--- config.mk ---
export PLATFORM = sky130hd
export DESIGN_NAME = iter_divider
export DESIGN_NICKNAME = d
export VERILOG_FILES = /design/src/rtl/iter_divider.sv
export SDC_FILE = /design/constraint.sdc
export NUM_CORES = 1
export LEC_CHECK = 0
export CAP_MARGIN = 20
export CORE_ASPECT_RATIO = 0.7
export CORE_MARGIN = 10
export CORE_UTILIZATION = 65
export CTS_CLUSTER_SIZE = 28
export DETAILED_ROUTE_END_ITERATION = 8
export DONT_BUFFER_PORTS = 1
export PLACE_DENSITY = 0.81
export SYNTH_ARGS = -nofsm -noshare
export SYNTH_HDL_FRONTEND = slang
export SYNTH_SLANG_ARGS = --single-unit
--- constraint.sdc ---
create_clock -name clock -period 9.4 [get_ports clock]
set_input_delay 0.94 -clock clock [delete_from_list [all_inputs] [get_ports clock]]
set_output_delay 0.94 -clock clock [all_outputs]
set_load 0.005 [all_outputs]
--- src/rtl/iter_divider.sv ---
// rtl/iter_divider.sv - multi-cycle restoring unsigned divider, start/done handshake
module iter_divider #(
    parameter int WIDTH          = 64,
    parameter int BITS_PER_CYCLE = 2
) (
    input  logic             clock,
    input  logic             reset_n,
    input  logic             start,
    input  logic [WIDTH-1:0] dividend,
    input  logic [WIDTH-1:0] divisor,
    output logic             busy,
    output logic             done,
    output logic [WIDTH-1:0] quotient,
    output logic [WIDTH-1:0] remainder,
    output logic             div_by_zero
);

    localparam int ITER = WIDTH / BITS_PER_CYCLE;
    localparam int CW   = $clog2(ITER + 1);

    typedef enum logic [1:0] {
        IDLE,
        CALC,
        FINISH
    } state_t;

    state_t           state;
    state_t           state_nxt;
    logic [CW-1:0]    cnt;
    logic [WIDTH-1:0] rem_q;
    logic [WIDTH-1:0] shreg_q;
    logic [WIDTH-1:0] div_q;
    logic [WIDTH-1:0] rem_nxt;
    logic [WIDTH-1:0] shreg_nxt;
    logic [WIDTH:0]   r_sh;
    logic [WIDTH:0]   diff;

    always_ff @(posedge clock or negedge reset_n) begin
        if (!reset_n) begin
            state <= IDLE;
        end else begin
            state <= state_nxt;
        end
    end

    // A zero divisor bypasses CALC entirely and completes on the next edge.
    always_comb begin
        state_nxt = state;
        case (state)
            IDLE: begin
                if (start) begin
                    state_nxt = (divisor == '0) ? FINISH : CALC;
                end
            end
            CALC: begin
                if (cnt == CW'(1)) begin
                    state_nxt = FINISH;
                end
            end
            FINISH:  state_nxt = IDLE;
            default: state_nxt = IDLE;
        endcase
    end

    assign busy = (state != IDLE);

    // The partial remainder stays below the divisor, so the shifted value is
    // under 2*divisor and the top bit of the WIDTH+1-bit difference is its sign.
    always_comb begin
        rem_nxt   = rem_q;
        shreg_nxt = shreg_q;
        r_sh      = '0;
        diff      = '0;
        for (int i = 0; i < BITS_PER_CYCLE; i++) begin
            r_sh      = {rem_nxt, shreg_nxt[WIDTH-1]};
            diff      = r_sh - {1'b0, div_q};
            shreg_nxt = {shreg_nxt[WIDTH-2:0], ~diff[WIDTH]};
            rem_nxt   = diff[WIDTH] ? r_sh[WIDTH-1:0] : diff[WIDTH-1:0];
        end
    end

    always_ff @(posedge clock or negedge reset_n) begin
        if (!reset_n) begin
            cnt         <= '0;
            rem_q       <= '0;
            shreg_q     <= '0;
            div_q       <= '0;
            done        <= 1'b0;
            quotient    <= '0;
            remainder   <= '0;
            div_by_zero <= 1'b0;
        end else begin
            done <= 1'b0;
            case (state)
                IDLE: begin
                    if (start) begin
                        div_q   <= divisor;
                        shreg_q <= dividend;
                        rem_q   <= '0;
                        cnt     <= (divisor == '0) ? '0 : CW'(ITER);
                    end
                end
                CALC: begin
                    rem_q   <= rem_nxt;
                    shreg_q <= shreg_nxt;
                    cnt     <= cnt - CW'(1);
                end
                FINISH: begin
                    done <= 1'b1;
                    // On a zero divisor the shift register still holds the dividend.
                    if (div_q == '0) begin
                        quotient    <= '1;
                        remainder   <= shreg_q;
                        div_by_zero <= 1'b1;
                    end else begin
                        quotient    <= shreg_q;
                        remainder   <= rem_q;
                        div_by_zero <= 1'b0;
                    end
                end
                default: ;
            endcase
        end
    end

endmodule

# Word-level counts from Yosys, hierarchy flattened
# Cells that the tools add are included.
[word_totals] regBits=330 input_bits=131
[op_classes] addsub=3 n_eq_ne=5 mux=17 bitwise_logic=2 n_reduce_logical=8
[ops] operator="$mux W64" n=6
[ops] operator="$pmux W64 S2" n=2
[ops] operator="$sub A65 B64 Y65" n=2
[ops] operator="$logic_not A64 Y1" n=2
[ops] operator="$mux W6" n=2
[ops] operator="$pmux W6 S2" n=1
[ops] operator="$eq A6 B1 Y1 const B" n=1
[ops] operator="$mux W2" n=3
[ops] operator="$reduce_and A2 Y1" n=3
[ops] operator="$sub A6 B1 Y6 const B" n=1
[ops] operator="$ne A2 B2 Y1 const B" n=2
[ops] operator="$pmux W2 S2" n=1
[ops] operator="$reduce_bool A2 Y1" n=2
[ops] operator="$eq A2 B1 Y1 const B" n=1
[ops] operator="$eq A2 B2 Y1 const B" n=1
[ops] operator="$logic_not A2 Y1" n=1
[ops] operator="$mux W1" n=2
[ops] operator="$not A1 Y1" n=2

# Depth between registers and ports, before layout
[logic_depth] ltp_word=5 mapped_depth=34

# Least setup slack after synthesis
# Ideal clock, no wire load.
[synth_timing] path_kind="register -> register" start="reg shreg_q[63]" end="reg rem_q[22]" setup_time_ns=0.121 arrival_time_ns=6.104 path_slack_ns=3.175 path_stages_with_launch=32 cell_sequence="dfrtp_1 inv_1 ha_1 inv_1 fa_1 a211oi_2 nor4b_2 o21ai_1 a21oi_2 a22o_2 o2111ai_1 and3_1 or2_0 buf_2 clkbuf_1 clkbuf_1 nand2_1 nand2_1 ha_1 a211oi_1 nor2_1 o211ai_1 nand3_1 a31oi_1 a2111oi_0 a21o_1 a31oi_1 o21ai_0 xnor2_1 buf_6 mux2_1 a22o_1"
[synth_between] elab_chain_len=5
[synth_rtl] item="start, declared" line="31" rtl="logic [WIDTH-1:0] shreg_q;"
[synth_rtl] item="start signal, assigned" line="98" rtl="shreg_q <= dividend;"
[synth_rtl] item="start signal, assigned" line="105" rtl="shreg_q <= shreg_nxt;"
[synth_rtl] item="$sub A65 B64 Y65" line="76" rtl="diff = r_sh - {1'b0, div_q};"
[synth_rtl] item="$mux W64 *" line="78" rtl="rem_nxt = diff[WIDTH] ? r_sh[WIDTH-1:0] : diff[WIDTH-1:0];"
[synth_rtl] item="$sub A65 B64 Y65" line="76"
[synth_rtl] item="$mux W64 *" line="78"
[synth_rtl] item="$pmux W64 S2 *" line="94" rtl="case (state)"
[synth_rtl] item="end signal, assigned" line="104" rtl="rem_q <= rem_nxt;"
[synth_rtl] item="end, declared" line="30" rtl="logic [WIDTH-1:0] rem_q;"
# Mark *: on every way between the ends. The rest lies on a longest branch, timed or not.
# A chain may end at the register's enable or synchronous reset.

# Worst setup path after layout
[layout_timing] start="reg div_q[0]" end="reg rem_q[3]"
[layout_between] elab_chain_len=5
[layout_rtl] item="start, declared" line="32" rtl="logic [WIDTH-1:0] div_q;"
[layout_rtl] item="start signal, assigned" line="97" rtl="div_q <= divisor;"
[layout_rtl] item="$sub A65 B64 Y65" line="76"
[layout_rtl] item="$mux W64" line="78"
[layout_rtl] item="$sub A65 B64 Y65" line="76"
[layout_rtl] item="$mux W64 *" line="78"
[layout_rtl] item="$pmux W64 S2 *" line="94"
# Marked as above.

==> flow_summary.ini <==
[floorplanning]
die_w_um = 244
initial_core_util_pct = 65.9
fp.dieArea_mm2 = 0.0432
die_h_um = 177
core_mm2 = 0.0347
io_pins = 262
fp-row-count = 57

[layout]
fin_nets = 2950
fillCellCount = 2693
final_cell_mix = nand2_1, o21ai_0, dfrtp_1, a21oi_1, ha_1
syn2layout_area_growth_pct = 5.69
drive_gt1_share_pct = 4.54
postLayoutCoreUtil_pct = 69.6
final_common_cell = nand2_1

[clock_network]
post_cts_buffers = 0
postCtsHoldBufs = 0
cts_inserted_buffers = 35
clkTransAtPathRegs_ns = 0.06
clockBufferDepth = 3
clock_latency_ns = 0.55
ctsRootBufferMaster = clkbuf_16
h-tree-depth = 2
clock_sink_count = 330
cts_tree = yes
cts_resized = 0

[placed_design]
hpwl_mm = 63.8
place.gp.congestion = 1.06
io_buffers = 0

[route]
detail_route.wl_per_cell_um = 26.5
drt_iter0_drc = 3687
num_vias = 22400
drc = 0
viasPerCell = 6.99
first_pass_iters = 6
ant_nets = 0
wl_mm = 84.6

[worst_setup_path]
critPathLaunchType = flop
required_ns = 9.79
path_class = reg -> reg
cpPeakStageDelay_ns = 0.64
cp_slowest_cell = or2_2
worst_r2r_path_depth = 28
cp-end-kind = flop
cp_max_fo = 86
crit_arrival_ns = 8.76

[synth]
syn_nets = 3076
synth.avg_cell_area_um2 = 8.13
synth.ff_latch_count = 330
async_flop_share_pct = 100
synth_cell_types = 79
synth_edf_count = 0
syn-cell-area_mm2 = 0.0229
ys.flop_type = dfrtp_1
ys_seq_area_share_pct = 36.1
yosys_warnings = 0
synthCells = 2813

[sta]
slew_headroom_pct = 17.5
fin_skew_ns = 0.0201
layout_min_cycle_time_ns = 8.37
fin_crit_sh_pct = 89.1
tns_ns = 0
hold_viol_final = 0
timing.fmax_ghz = 0.119
slew_violations = 0
setup_viol = 0
worstMarginPinSlew_ns = 1.23
hold_ws_ns = 0.0873
rsz0062_at_grt = no

[grt]
grt_pass1_wl_mm = 126
grtUsageTotal_pct = 37.6
grt_start_max_net_pins = 331
grt_antenna_before_repair = 9
grt_pass1_vias = 20300
overflow = 0

[flow_run]
cap_violations = 0

[run_status]
status = completed

[hold_path]
hold_path_class = in -> async
## registers in the layout, indices dropped and copies added (netlist names)
register	count
div_q	64
rem_q	64
remainder	64
quotient	64
done	1
div_by_zero	1
shreg_q	64
cnt	6
state	2
## cells by family after synthesis
family / synth area share, %
simple gates: 19.2
compound gates: 22.9
flops: 36.1
buf+inv: 5.04
fa+ha+maj: 7.29
xor+xnor: 4.56
mux: 4.92
## through the flow
| stage | instances | worst slack, ns | instance area (um^2) |
|---|---|---|---|
| global placement | 3120 | 1.58 | 22900 |
| floorplan | 2813 | 3.18 | 22900 |
| global route | 3190 | 0.529 | 24200 |
| detailed placement | 3120 | 1.42 | 22900 |
| CTS | 3182 | 1.37 | 24100 |
| finish | 3198 | 1.03 | 24200 |
## final timing paths
kind	endpoint	from	slack, ns
max	rem_q[3]$_DFFE_PN0P_	div_q[0]$_DFFE_PN0P_	1.03
min reg2reg	quotient[36]$_DFFE_PN0P_	quotient[36]$_DFFE_PN0P_	0.50
max reg2reg	rem_q[3]$_DFFE_PN0P_	div_q[0]$_DFFE_PN0P_	1.03
min in group clock	quotient[36]$_DFFE_PN0P_	quotient[36]$_DFFE_PN0P_	0.50
min	quotient[15]$_DFFE_PN0P_	reset_n	0.09
max in group asynchronous	state[0]$_DFFE_PN0P_	reset_n	8.76
## cells in the mapped netlist (16+ instances only)
library cell	count	area share (%)
mux2_2	17	0.84
o21a_1	23	0.75
clkbuf_1	156	2.6
and3b_1	63	2.4
mux2i_1	91	4.0
o21ai_0	404	8.8
nor3_1	22	0.48
nor2_1	76	1.2
dfrtp_1	330	36
o21bai_1	21	0.69
a21o_1	57	1.9
ha_1	130	7.1
xor2_1	38	1.5
inv_1	108	1.8
o311ai_0	19	0.73
and3_1	16	0.44
a21oi_1	211	4.6
xnor2_1	81	3.1
nand3_1	64	1.4
nor4_1	41	1.1
nand2_1	566	9.3
a31oi_1	16	0.44
nand4_1	43	1.2
## area by class of cell
| cell class | instances | area [um^2] | area share, % |
|---|---|---|---|
| Clock inverter | 13 | 208 | 0.859 |
| Sequential cell | 330 | 8260 | 34.2 |
| Tap cell | 472 | 591 | 2.44 |
| Timing Repair Buffer | 20 | 180 | 0.745 |
| Inverter | 108 | 405 | 1.68 |
| Clock buffer | 49 | 988 | 4.09 |
| Antenna cell | 14 | 35.0 | 0.145 |
| Multi-Input combinational cell | 2192 | 13500 | 55.9 |
## per-layer routing
| layer | wire (um) | track usage (%) | up-vias |
|---|---|---|---|
| met5 | 41 | 0 | - |
| met4 | 1820 | 8.05 | 6 |
| met3 | 14800 | 16.0 | 150 |
| met2 | 32300 | 49.0 | 1689 |
| met1 | 35600 | 55.8 | 10800 |
| li1 | - | - | 9755 |
## worst max-delay path, delay by kind of cell, from the launching register on
| family | cells | cell delay [ns] |
|---|---|---|
| buf+inv | 4 | 1.25 |
| xor+xnor | 1 | 0.27 |
| simple gates | 3 | 0.98 |
| mux | 1 | 0.21 |
| compound gates | 16 | 3.80 |
| fa+ha+maj | 3 | 1.15 |
| flops | 1 | 0.45 |
Power is not shown: default switching activity piles up to over one toggle a cycle in this logic, so the estimate is an artifact.
